--- config.mk ---
export PLATFORM = sky130hd
export DESIGN_NAME = result_unpacker_flat
export DESIGN_NICKNAME = d
export VERILOG_FILES = /design/src/rtl/result_unpacker_if.sv /design/src/rtl/result_unpacker.sv /design/src/flat_wrapper.sv
export SDC_FILE = /design/constraint.sdc
export NUM_CORES = 1
export LEC_CHECK = 0
export CORE_ASPECT_RATIO = 2
export CORE_MARGIN = 3
export CORE_UTILIZATION = 40
export DETAILED_ROUTE_END_ITERATION = 6
export HOLD_SLACK_MARGIN = 0.1
export PLACE_DENSITY_LB_ADDON = 0.3
export REMOVE_ABC_BUFFERS = 1
export SETUP_SLACK_MARGIN = 0.4
export SLEW_MARGIN = 20
export SYNTH_ARGS = -nofsm -noshare
export SYNTH_HDL_FRONTEND = slang
export SYNTH_SLANG_ARGS = --single-unit
--- constraint.sdc ---
create_clock -name clk -period 7.5 [get_ports clk]
set_input_delay 1.875 -clock clk [delete_from_list [all_inputs] [get_ports clk]]
set_output_delay 1.875 -clock clk [all_outputs]
set_load 0.02 [all_outputs]
--- src/rtl/result_unpacker_if.sv ---
// result_unpacker_if
//   Bundles the word-side and element-side handshakes of result_unpacker.
//   Optional: UNPACK_LAST_EN adds last_o (final element of a channel group).
//   Signals:
//     in_data  packed word (READ_WIDTH bits), element 0 in the most significant slot
//     valid_i  in_data valid
//     ready_o  unpacker can take a word this cycle
//     out      current element (RESULT_BIT bits)
//     valid_o  out valid
//     ready_i  consumer takes out this cycle
//     last_o   out is the final element of its group (UNPACK_LAST_EN only)
//   Modports:
//     slave    the unpacker itself
//     master   the surrounding system (word producer + element consumer)
interface result_unpacker_if #(
  parameter int RESULT_BIT = 8,
  parameter int READ_WIDTH = 128
);
  logic [READ_WIDTH-1:0] in_data;
  logic                  valid_i;
  logic                  ready_o;
  logic [RESULT_BIT-1:0] out;
  logic                  valid_o;
  logic                  ready_i;
`ifdef UNPACK_LAST_EN
  logic                  last_o;
`endif

`ifdef UNPACK_LAST_EN
  modport slave  (input  in_data, valid_i, ready_i,
                  output ready_o, out, valid_o, last_o);
  modport master (output in_data, valid_i, ready_i,
                  input  ready_o, out, valid_o, last_o);
`else
  modport slave  (input  in_data, valid_i, ready_i,
                  output ready_o, out, valid_o);
  modport master (output in_data, valid_i, ready_i,
                  input  ready_o, out, valid_o);
`endif
endinterface

--- src/rtl/result_unpacker.sv ---
// result_unpacker
//   Splits packed READ_WIDTH-bit words into RESULT_BIT-bit elements, one element
//   per cycle, grouped into channel groups of out_chan_size elements. Every word
//   of a group is full (EPW elements) except the final one, which carries only
//   the remaining elements in its low bits; its unused upper bits are dropped.
//   Optional: define UNPACK_LAST_EN to get last_o on the final element of a group.
//   Ports:
//     clk            rising-edge clock
//     rst_n          asynchronous active-low reset
//     out_chan_size  elements per group (0 = MAX_CHAN), sampled on the first
//                    word of each group
//     bus            result_unpacker_if.slave (word in, element out handshakes)
module result_unpacker #(
  parameter int RESULT_BIT = 8,
  parameter int READ_WIDTH = 128,
  parameter int MAX_CHAN   = 256
) (
  input  logic                        clk,
  input  logic                        rst_n,
  input  logic [$clog2(MAX_CHAN)-1:0] out_chan_size,
  result_unpacker_if.slave            bus
);

  localparam int EPW = READ_WIDTH / RESULT_BIT;
  localparam int CW  = $clog2(MAX_CHAN);
  // One extra bit so a full MAX_CHAN group size is representable.
  localparam int NW  = CW + 1;
  localparam int KW  = $clog2(EPW + 1);
  localparam logic [NW-1:0] MAX_N = NW'(MAX_CHAN);
  localparam logic [NW-1:0] EPW_N = NW'(EPW);
  localparam logic [KW-1:0] EPW_K = KW'(EPW);

  typedef enum logic {IDLE, EMIT} state_t;

  state_t state, next_state;

  logic [READ_WIDTH-1:0] word_buf;
  logic [KW-1:0]         elem_left;
  logic [NW-1:0]         chan_cnt;
  logic [NW-1:0]         grp_size;
`ifdef UNPACK_LAST_EN
  logic                  word_final;
`endif

  logic                  valid_int;
  logic                  ready_int;
  logic                  elem_last;
  logic                  accept;
  logic                  consume;
  logic [NW-1:0]         size_eff;
  logic [NW-1:0]         chan_left;
  logic [NW-1:0]         chan_next;
  logic [KW-1:0]         word_k;
  logic [READ_WIDTH-1:0] load_word;

  assign elem_last = (elem_left == KW'(1));
  assign accept    = bus.valid_i && ready_int;
  assign consume   = valid_int && bus.ready_i;

  always_ff @(posedge clk or negedge rst_n) begin
    if (!rst_n) begin
      state <= IDLE;
    end else begin
      state <= next_state;
    end
  end

  // A new word is only taken while nothing is held, or in the same cycle the
  // last element of the held word leaves, which gives back-to-back words.
  always_comb begin
    next_state = state;
    valid_int  = 1'b0;
    ready_int  = 1'b0;
    case (state)
      IDLE: begin
        ready_int = 1'b1;
        if (bus.valid_i) begin
          next_state = EMIT;
        end
      end
      EMIT: begin
        valid_int = 1'b1;
        ready_int = bus.ready_i && elem_last;
        if (bus.ready_i && elem_last && !bus.valid_i) begin
          next_state = IDLE;
        end
      end
      default: begin
        next_state = IDLE;
      end
    endcase
  end

  // chan_cnt counts elements already loaded in the current group; zero means
  // the next accepted word opens a new group and samples out_chan_size.
  // The word size is decided from how many group elements are still unloaded.
  always_comb begin
    size_eff = grp_size;
    if (chan_cnt == '0) begin
      size_eff = (out_chan_size == '0) ? MAX_N : {1'b0, out_chan_size};
    end
    chan_left = size_eff - chan_cnt;
    word_k    = (chan_left >= EPW_N) ? EPW_K : chan_left[KW-1:0];
    chan_next = chan_cnt + NW'(word_k);
    // Left-align a partial word so element 0 always sits in the top slot and
    // the unused upper bits fall off the end.
    load_word = bus.in_data << (RESULT_BIT * (EPW - int'(word_k)));
  end

  always_ff @(posedge clk or negedge rst_n) begin
    if (!rst_n) begin
      word_buf   <= '0;
      elem_left  <= '0;
      chan_cnt   <= '0;
      grp_size   <= '0;
`ifdef UNPACK_LAST_EN
      word_final <= 1'b0;
`endif
    end else if (accept) begin
      word_buf   <= load_word;
      elem_left  <= word_k;
      grp_size   <= size_eff;
      chan_cnt   <= (chan_next == size_eff) ? '0 : chan_next;
`ifdef UNPACK_LAST_EN
      word_final <= (chan_next == size_eff);
`endif
    end else if (consume) begin
      word_buf   <= word_buf << RESULT_BIT;
      elem_left  <= elem_left - KW'(1);
    end
  end

  assign bus.out     = word_buf[READ_WIDTH-1 -: RESULT_BIT];
  assign bus.valid_o = valid_int;
  assign bus.ready_o = ready_int;
`ifdef UNPACK_LAST_EN
  assign bus.last_o  = valid_int && elem_last && word_final;
`endif

endmodule
--- src/flat_wrapper.sv ---
// flat-port wrapper written by rule: the top's interface ports become plain ports
module result_unpacker_flat 
#(
  parameter int RESULT_BIT = 8,
  parameter int READ_WIDTH = 128,
  parameter int MAX_CHAN   = 256
)
  (clk, rst_n, out_chan_size, bus_in_data, bus_valid_i, bus_ready_i, bus_ready_o, bus_out, bus_valid_o);
  result_unpacker_if #(.RESULT_BIT(RESULT_BIT), .READ_WIDTH(READ_WIDTH)) bus_i ();
  input  logic clk;
  input  logic rst_n;
  input  logic [$clog2(MAX_CHAN)-1:0] out_chan_size;
  input wire logic [$bits(bus_i.in_data)-1:0] bus_in_data;
  input wire logic [$bits(bus_i.valid_i)-1:0] bus_valid_i;
  input wire logic [$bits(bus_i.ready_i)-1:0] bus_ready_i;
  output wire logic [$bits(bus_i.ready_o)-1:0] bus_ready_o;
  output wire logic [$bits(bus_i.out)-1:0] bus_out;
  output wire logic [$bits(bus_i.valid_o)-1:0] bus_valid_o;
  assign bus_i.in_data = bus_in_data;
  assign bus_i.valid_i = bus_valid_i;
  assign bus_i.ready_i = bus_ready_i;
  assign bus_ready_o = bus_i.ready_o;
  assign bus_out = bus_i.out;
  assign bus_valid_o = bus_i.valid_o;
  result_unpacker #(.RESULT_BIT(RESULT_BIT), .READ_WIDTH(READ_WIDTH), .MAX_CHAN(MAX_CHAN)) u_core (.clk(clk), .rst_n(rst_n), .out_chan_size(out_chan_size), .bus(bus_i));
endmodule
==> out/qor.txt, run 1 <==
Routed WL: 39600 um
NetSw: 1.07 mW
Placed Instances: 1684
Setup violators final: 0
Max Fclk: 146 MHz
Final count of hold timing violations: 0
Per-cell routed wire length: 23.1 um
Total Power: 3.14 mW
Number of distinct library cells after synthesis: 60
Grt total ovfl: 0
Hold_ws: 0.487 ns
Sequential share of power: 36.8%
Clock power share: 30.8%
Setup slack after layout: 0.658 ns
Antenna violations before repair: 0
Row count: 88
DRT iter0 DRCs: 1055
Slew headroom: 19.7%
Worst Path Class, Setup: in2reg
Ant diodes: 0
Sink Count: 152
Nets@finish: 1502
Port buffer count: 149
Post-Synthesis Cell Area: 11700 um2
Combinational Power Share: 32.4%
Leakage Power: 5.30 nW
Chip width: 127 um
Final Slew Violations: 0
Number of CTS-inserted buffers: 17
Cell area after layout: 14400 um2
Vias in the first global route: 11561
Critical path arrival: 7.15 ns
Post-Layout Cell Count: 1717
Layout cells sized above 1: 13.0%
Cell Pwr Density: 218 nW/um2
Post-route ant nets: 0
FILL cells: 2720
CP max FO: 5
WP data required: 7.81 ns
Synth Instances: 1236
First-pass GRT wire length: 61600 um
Internal power: 2.07 mW
Worst clock skew: 0.00773 ns
Post-synth EDFFs: 0
Placed inst area: 13700 um2
Drt drc: 0
Outcome: completed
Sw Share: 34.0%
Synth warn: 0
CORE AREA: 28800 um2
Clock Pin Slew Worst Setup and Hold Paths: 0.06 ns
Via density: 6.45
H-tree lvl count: 4
Ports: 150
Chip height: 248 um
Postcts setup bufs: 0
CTS Buffer Depth: 2
Post-synth top flop: dfrtp_1
Register area share after synthesis: 32.4%
Syn_area_per_cell: 9.49 um2
Asr flop ratio synth: 100%
GPL Wtd Cong: 0.929
CTS tree: yes
P&R area growth vs syn: 22.8%
First-pass detailed-route iteration total: 7
Detail Placement HPWL: 27800 um
Die Area: 31500 um2
Skew-Pair Late Insertion Delay: 0.45 ns
Final core occ: 49.9%
Min Tclk post-route: 6.84 ns
Crit. End Element: register
Post-place setup slack: -0.0728 ns
Clk root buf: clkbuf_16
Worst-Margin Slew: 1.20 ns
Final period util: 91.2%
Largest net degree at the start of global routing: 144
DR vias: 11078
Crit path launch type: primary input
Starting density of the core: 40.7%
Peak supply drop: 0.000171 V
Worst hold-check path type: reg2reg
Hold_buf cts: 0
Total GRT Usage: 24.9%
Synth Register Bits: 152
Final setup TNS: 0 ns
Max_cap viols: 0
Unrepaired setup endpoints after global routing: false
-- cells in the mapped netlist (15+ instances only) --
| master | count | area, um2 |
|---|---|---|
| mux2i_1 | 173 | 1730 |
| dfrtp_1 | 152 | 3800 |
| nor2_1 | 139 | 522 |
| nand2_1 | 96 | 360 |
| a21oi_1 | 86 | 430 |
| a221oi_1 | 82 | 718 |
| clkbuf_1 | 74 | 278 |
| o21ai_0 | 72 | 360 |
| mux4_2 | 51 | 1150 |
| a22oi_1 | 32 | 240 |
| o22ai_1 | 28 | 175 |
| inv_1 | 22 | 82.6 |
| buf_2 | 18 | 90.1 |
| buf_4 | 18 | 135 |
| ha_1 | 16 | 200 |
| xnor2_1 | 15 | 131 |
-- worst max-delay path: stages --
cell	delay (ns)
clkdlybuf4s50_1	0.47
mux2i_1	0.10
ha_1	0.29
fa_2	0.41
nor4bb_1	0.27
nand4b_1	0.13
o22ai_1	0.19
o211ai_1	0.17
nor3_2	0.25
inv_1	0.08
nor2_1	0.13
inv_1	0.09
fa_1	0.39
nor2b_1	0.11
o21ai_0	0.11
a21boi_1	0.23
o2111ai_1	0.16
xor2_1	0.18
or4_1	0.50
or4b_1	0.53
a211oi_2	0.25
buf_4	0.20
a211oi_1	0.05
-- worst paths after layout --
path / startpoint / end / slack [ns] / cells past startpoint
max: out_chan_size[0] / u_core.chan_cnt[1] / 0.66 / 23
min: u_core.grp_size[2] / u_core.grp_size[2] / 0.49 / 2
max reg2reg: u_core.chan_cnt[2] / u_core.chan_cnt[1] / 1.23 / 23
min reg2reg: u_core.grp_size[2] / u_core.grp_size[2] / 0.49 / 2
max in group asynchronous: rst_n / u_core.word_buf[77] / 4.49 / 2
min in group asynchronous: rst_n / u_core.state / 1.49 / 1
-- routing by layer --
layer / track usage [%] / part of all wire [%] / wire [um]
met5: 0 / 0 / 0
met4: 13.9 / 4.8 / 1880
met3: 3.41 / 5.4 / 2130
met2: 45.6 / 54 / 21400
met1: 27.2 / 36 / 14200
-- kinds of logic after synthesis --
family                   after synthesis  share of synthesized area (%)
AO/OA/AOI/OAI                        361                           20.9
AND/OR/NAND/NOR                      311                           11.9
multiplexers                         237                           25.8
flip-flops                           152                           32.4
buffers and inverters                135                           5.09
XOR/XNOR                              22                           1.77
adder cells (fa/ha/maj)               18                           2.05
-- cell usage in the layout (no fill, tap or decap), types with 5 or more instances in the layout --
cell type,count
nor3b_1,6
a222oi_1,12
nor2_1,134
a21oi_1,85
a2bb2oi_1,5
xnor2_1,15
o211ai_1,5
clkdlybuf4s50_1,148
nor3_1,11
ha_1,14
inv_1,22
nand3_1,12
o22ai_1,28
nand2b_1,8
mux2i_1,172
nor3_2,5
clkbuf_16,17
nand2_1,95
mux4_2,51
o21ai_0,71
bufinv_16,5
a221oi_1,82
dfrtp_1,152
xor2_1,5
a22oi_1,32
and3_1,9
mux2_2,12
buf_4,49
a22o_1,8
-- power by group through the flow --
| stage | Sequential (mW) | Combinational [mW] | Clock, mW |
|---|---|---|---|
| 4_1_cts | 1.15 | 0.994 | 0.978 |
| 3_3_place_gp | 1.16 | 0.967 | 0 |
| 2_1_floorplan | 1.14 | 0.640 | 0 |
| 6_report | 1.15 | 1.02 | 0.967 |
| 3_5_place_dp | 1.16 | 0.988 | 0 |
| 5_1_grt | 1.18 | 1.12 | 1.01 |
-- timing repair --
item,CTS,global route
pin swaps,0,5
setup endpoints to repair,2,9
resized for setup,1,7
-- registers in the layout, summed over array words and instances, names as in the netlist --
name,flops
u_core.chan_cnt,9
u_core.elem_left,5
u_core.state,1
u_core.grp_size,9
u_core.word_buf,128
-- cell type report --
type	count	area (um2)	share of cell area, %
multi-input cells	949	7460	51.8
flip-flops and latches	152	3800	26.4
repair buffers	202	1950	13.5
well taps	360	450	3.13
clock buffers	17	425	2.95
clock inverters	15	226	1.57
inverters	22	82.6	0.573
(Power assumes the default switching activity.)
==> run 2: changes to the inputs <==
- CTS_CLUSTER_DIAMETER: unset -> 120
==> results of run 2 <==
Same layout as run 1: the final DEF is identical, and so are final timing and power.
==> run 3: changes to the inputs <==
- SKIP_LAST_GASP: unset -> 1
==> results of run 3 <==
Same layout as run 1: the final DEF is identical, and so are final timing and power.
==> patch (config.mk and constraints of run 1) <==
Reset style: synchronous (`rst_n`), changed in 2 clocked blocks. Comments in the files are not updated.
--- a/src/rtl/result_unpacker.sv
+++ b/src/rtl/result_unpacker.sv
@@ -57,7 +57,7 @@
   assign accept    = bus.valid_i && ready_int;
   assign consume   = valid_int && bus.ready_i;
 
-  always_ff @(posedge clk or negedge rst_n) begin
+  always_ff @(posedge clk) begin
     if (!rst_n) begin
       state <= IDLE;
     end else begin
@@ -107,7 +107,7 @@
     load_word = bus.in_data << (RESULT_BIT * (EPW - int'(word_k)));
   end
 
-  always_ff @(posedge clk or negedge rst_n) begin
+  always_ff @(posedge clk) begin
     if (!rst_n) begin
       word_buf   <= '0;
       elem_left  <= '0;
Check against the original RTL: differs if rst_n is asserted again (counterexample within 4 cycles, from zero or initial values and one cycle with rst_n low); with rst_n held inactive, the same outputs for 4 cycles.
==> patch against run 1 <==
  * The run now ends with DRC left
  * First-iteration DRC count rose by 6.2%
  * Sequential share of layout area is 4.6 points lower
  * Setup slack worse by 0.0022 ns
  * Core utilization fell by 0.46 points
  * Sequential cell count stayed put
  * Design area down 3.2%
  * Non-clock buffer count shrank 1
  * Clock power down 11%
  * Routed wire length increased by 2.3%
  * Via count increased by 3.7%
  * Synthesized area decreased by 2.3%
  * Power up 15%
  * Largest power group is now combinational cells
==> patch: results (changes against run 1) <==
outcome = finished with violations
violated checks = DRC
largest net degree at the start of global routing = 139 (-3.5%)
Post-Place Cell Area = 13300 um^2 (-2.6%)
Yosys cell types = 76 (+27%)
Worst Hold Launch = u_core.elem_left[4]$_SDFFE_PN0P_
GR met2 Demand/Resource = 0.454 (-0.00221)
initial antenna violation count = 0 (unchanged)
commonest cells in the netlist = 152 x dfxtp_1, 138 x a21oi_1, 109 x mux2i_1
Worst Hold Depth = 2 (unchanged)
WP data arrival = 7.17 ns (+0.02 ns)
met1 GRT Util = 0.281 (+0.00875)
top cells by area, synth = dfxtp_1 27%, mux4_2 13%, mux2i_1 9.5%
wire length per cell = 23.4 um (+1.6%)
CTS root buf = clkbuf_16
CP max-delay cell = clkdlybuf4s50_1
clock-pin slew on the worst setup and hold paths = 0.07 ns
LEAKAGE = 5.18 nW (-2.3%)
1st-iter DRT viols = 1120 (+6.2%)
met2 WL = 20.9 mm (-2.5%)
Hold Path End = u_core.elem_left[4]$_SDFFE_PN0P_
met1 wire length = 14.5 mm (+2.4%)
setup total negative slack = 0 ns (unchanged)
Worst R2R Path Depth = 25 (+8.7%)
Total GRT Usage = 0.254 (+0.00522)
ys async rst share = 0 (-1.00)
Worst R2R Start = u_core.chan_cnt[2]$_SDFFE_PN0P_
R2R setup slack = 1.21 ns (-0.02 ns)
Vias/cell = 6.64 (+2.9%)
Top Registers = u_core.word_buf: 128 flops, u_core.chan_cnt: 9 flops, u_core.grp_size: 9 flops
layout cells sized above 1 = 0.142 (+0.0115)
CP max FO = 8 (+3)
reg-to-reg endpoint = u_core.chan_cnt[1]$_SDFFE_PN0P_
DRC Markers = 2 (+2)
hold_buf cts = 0 (unchanged)
Diodes inserted = 0 (unchanged)
first-pass GRT wire length = 62.8 mm (+1.9%)
pre-CTS WS = 0.0790 ns (+0.152 ns)
dpl hpwl = 28.2 mm (+1.7%)
Synth Instances = 1274 (+3.1%)
fin nets = 1519 (+1.1%)
CP max stage delay = 0.48 ns (-0.05 ns)
Clock Skew = 0.0118 ns (+0.00409 ns)
vias in the first global route = 11433 (-1.1%)
GP Congestion = 0.930 (+0.12%)
post-route cell area = 13900 um^2 (-3.2%)
Tightest Pin Transition = 1.14 ns (-0.0599 ns)
hold_ws = 0.494 ns (+0.00719 ns)
crit path to = u_core.chan_cnt[1]$_SDFFE_PN0P_
post-synthesis sequential area ratio = 0.265 (-0.0589)
non-filler cells, final = 1730 (+0.76%)
Clock Tree Buf Depth = 2 (unchanged)
final worst path period need = 6.84 ns (+0.00217 ns)
Global Route met3 Usage = 0.0343 (+0.000228)
VDD IR max = 167 uV (-2.2%)
wire length on met3 = 2.33 mm (+9.4%)
[patch: changes by cell type after synthesis, moves of 15 or more]
| cell | run 1 | this run |
|---|---|---|
| mux2i_1 | 173 | 109 |
| a21oi_1 | 86 | 138 |
| nor2_1 | 139 | 70 |
| dfrtp_1 | 152 | 0 |
| o22ai_1 | 28 | 13 |
| dfxtp_1 | 0 | 152 |
| and3_1 | 9 | 25 |
| o21ai_0 | 72 | 97 |
| mux4_2 | 51 | 67 |
| nand2_1 | 96 | 66 |
| a31oi_1 | 2 | 27 |
| clkbuf_1 | 74 | 93 |
[patch: cells by family after synthesis]
group	count (synthesis)	share of synthesized area
fa+ha+maj	18	0.0209
simple gates	240	0.106
compound gates	493	0.285
flops	152	0.265
mux	193	0.244
buf+inv	154	0.0601
xor+xnor	24	0.0183
[patch: timing repair]
| action | 4_1_cts | 5_1_grt |
|---|---|---|
| setup buffers | 0 | 1 |
| hold endpoints to repair | 0 | 0 |
| resized for setup | 0 | 5 |
| setup endpoints to repair | 0 | 13 |
[patch: power by group]
group	total (mW)	internal [mW]	switching [mW]
clock	0.860	0.473	0.386
combinational	1.74	0.753	0.987
sequential	0.999	0.928	0.0707
[patch: final cells by class]
cell class                 count  area (um^2)
timing repair buffer         201         1980
inverter                      21         83.8
clock buffer                  18          439
multi-input combinational    968         7820
tap                          356          445
fill                        2598        14200
sequential                   152         3040
clock inverter                14          140
[patch: critical path, delay by kind of cell]
kind / cells / cell delay (ns)
AND/OR/NAND/NOR: 10 / 1.75
AO/OA/AOI/OAI: 6 / 1.39
multiplexers: 1 / 0.16
XOR/XNOR: 2 / 0.32
buffers and inverters: 1 / 0.48
adder cells (fa/ha/maj): 3 / 1.17
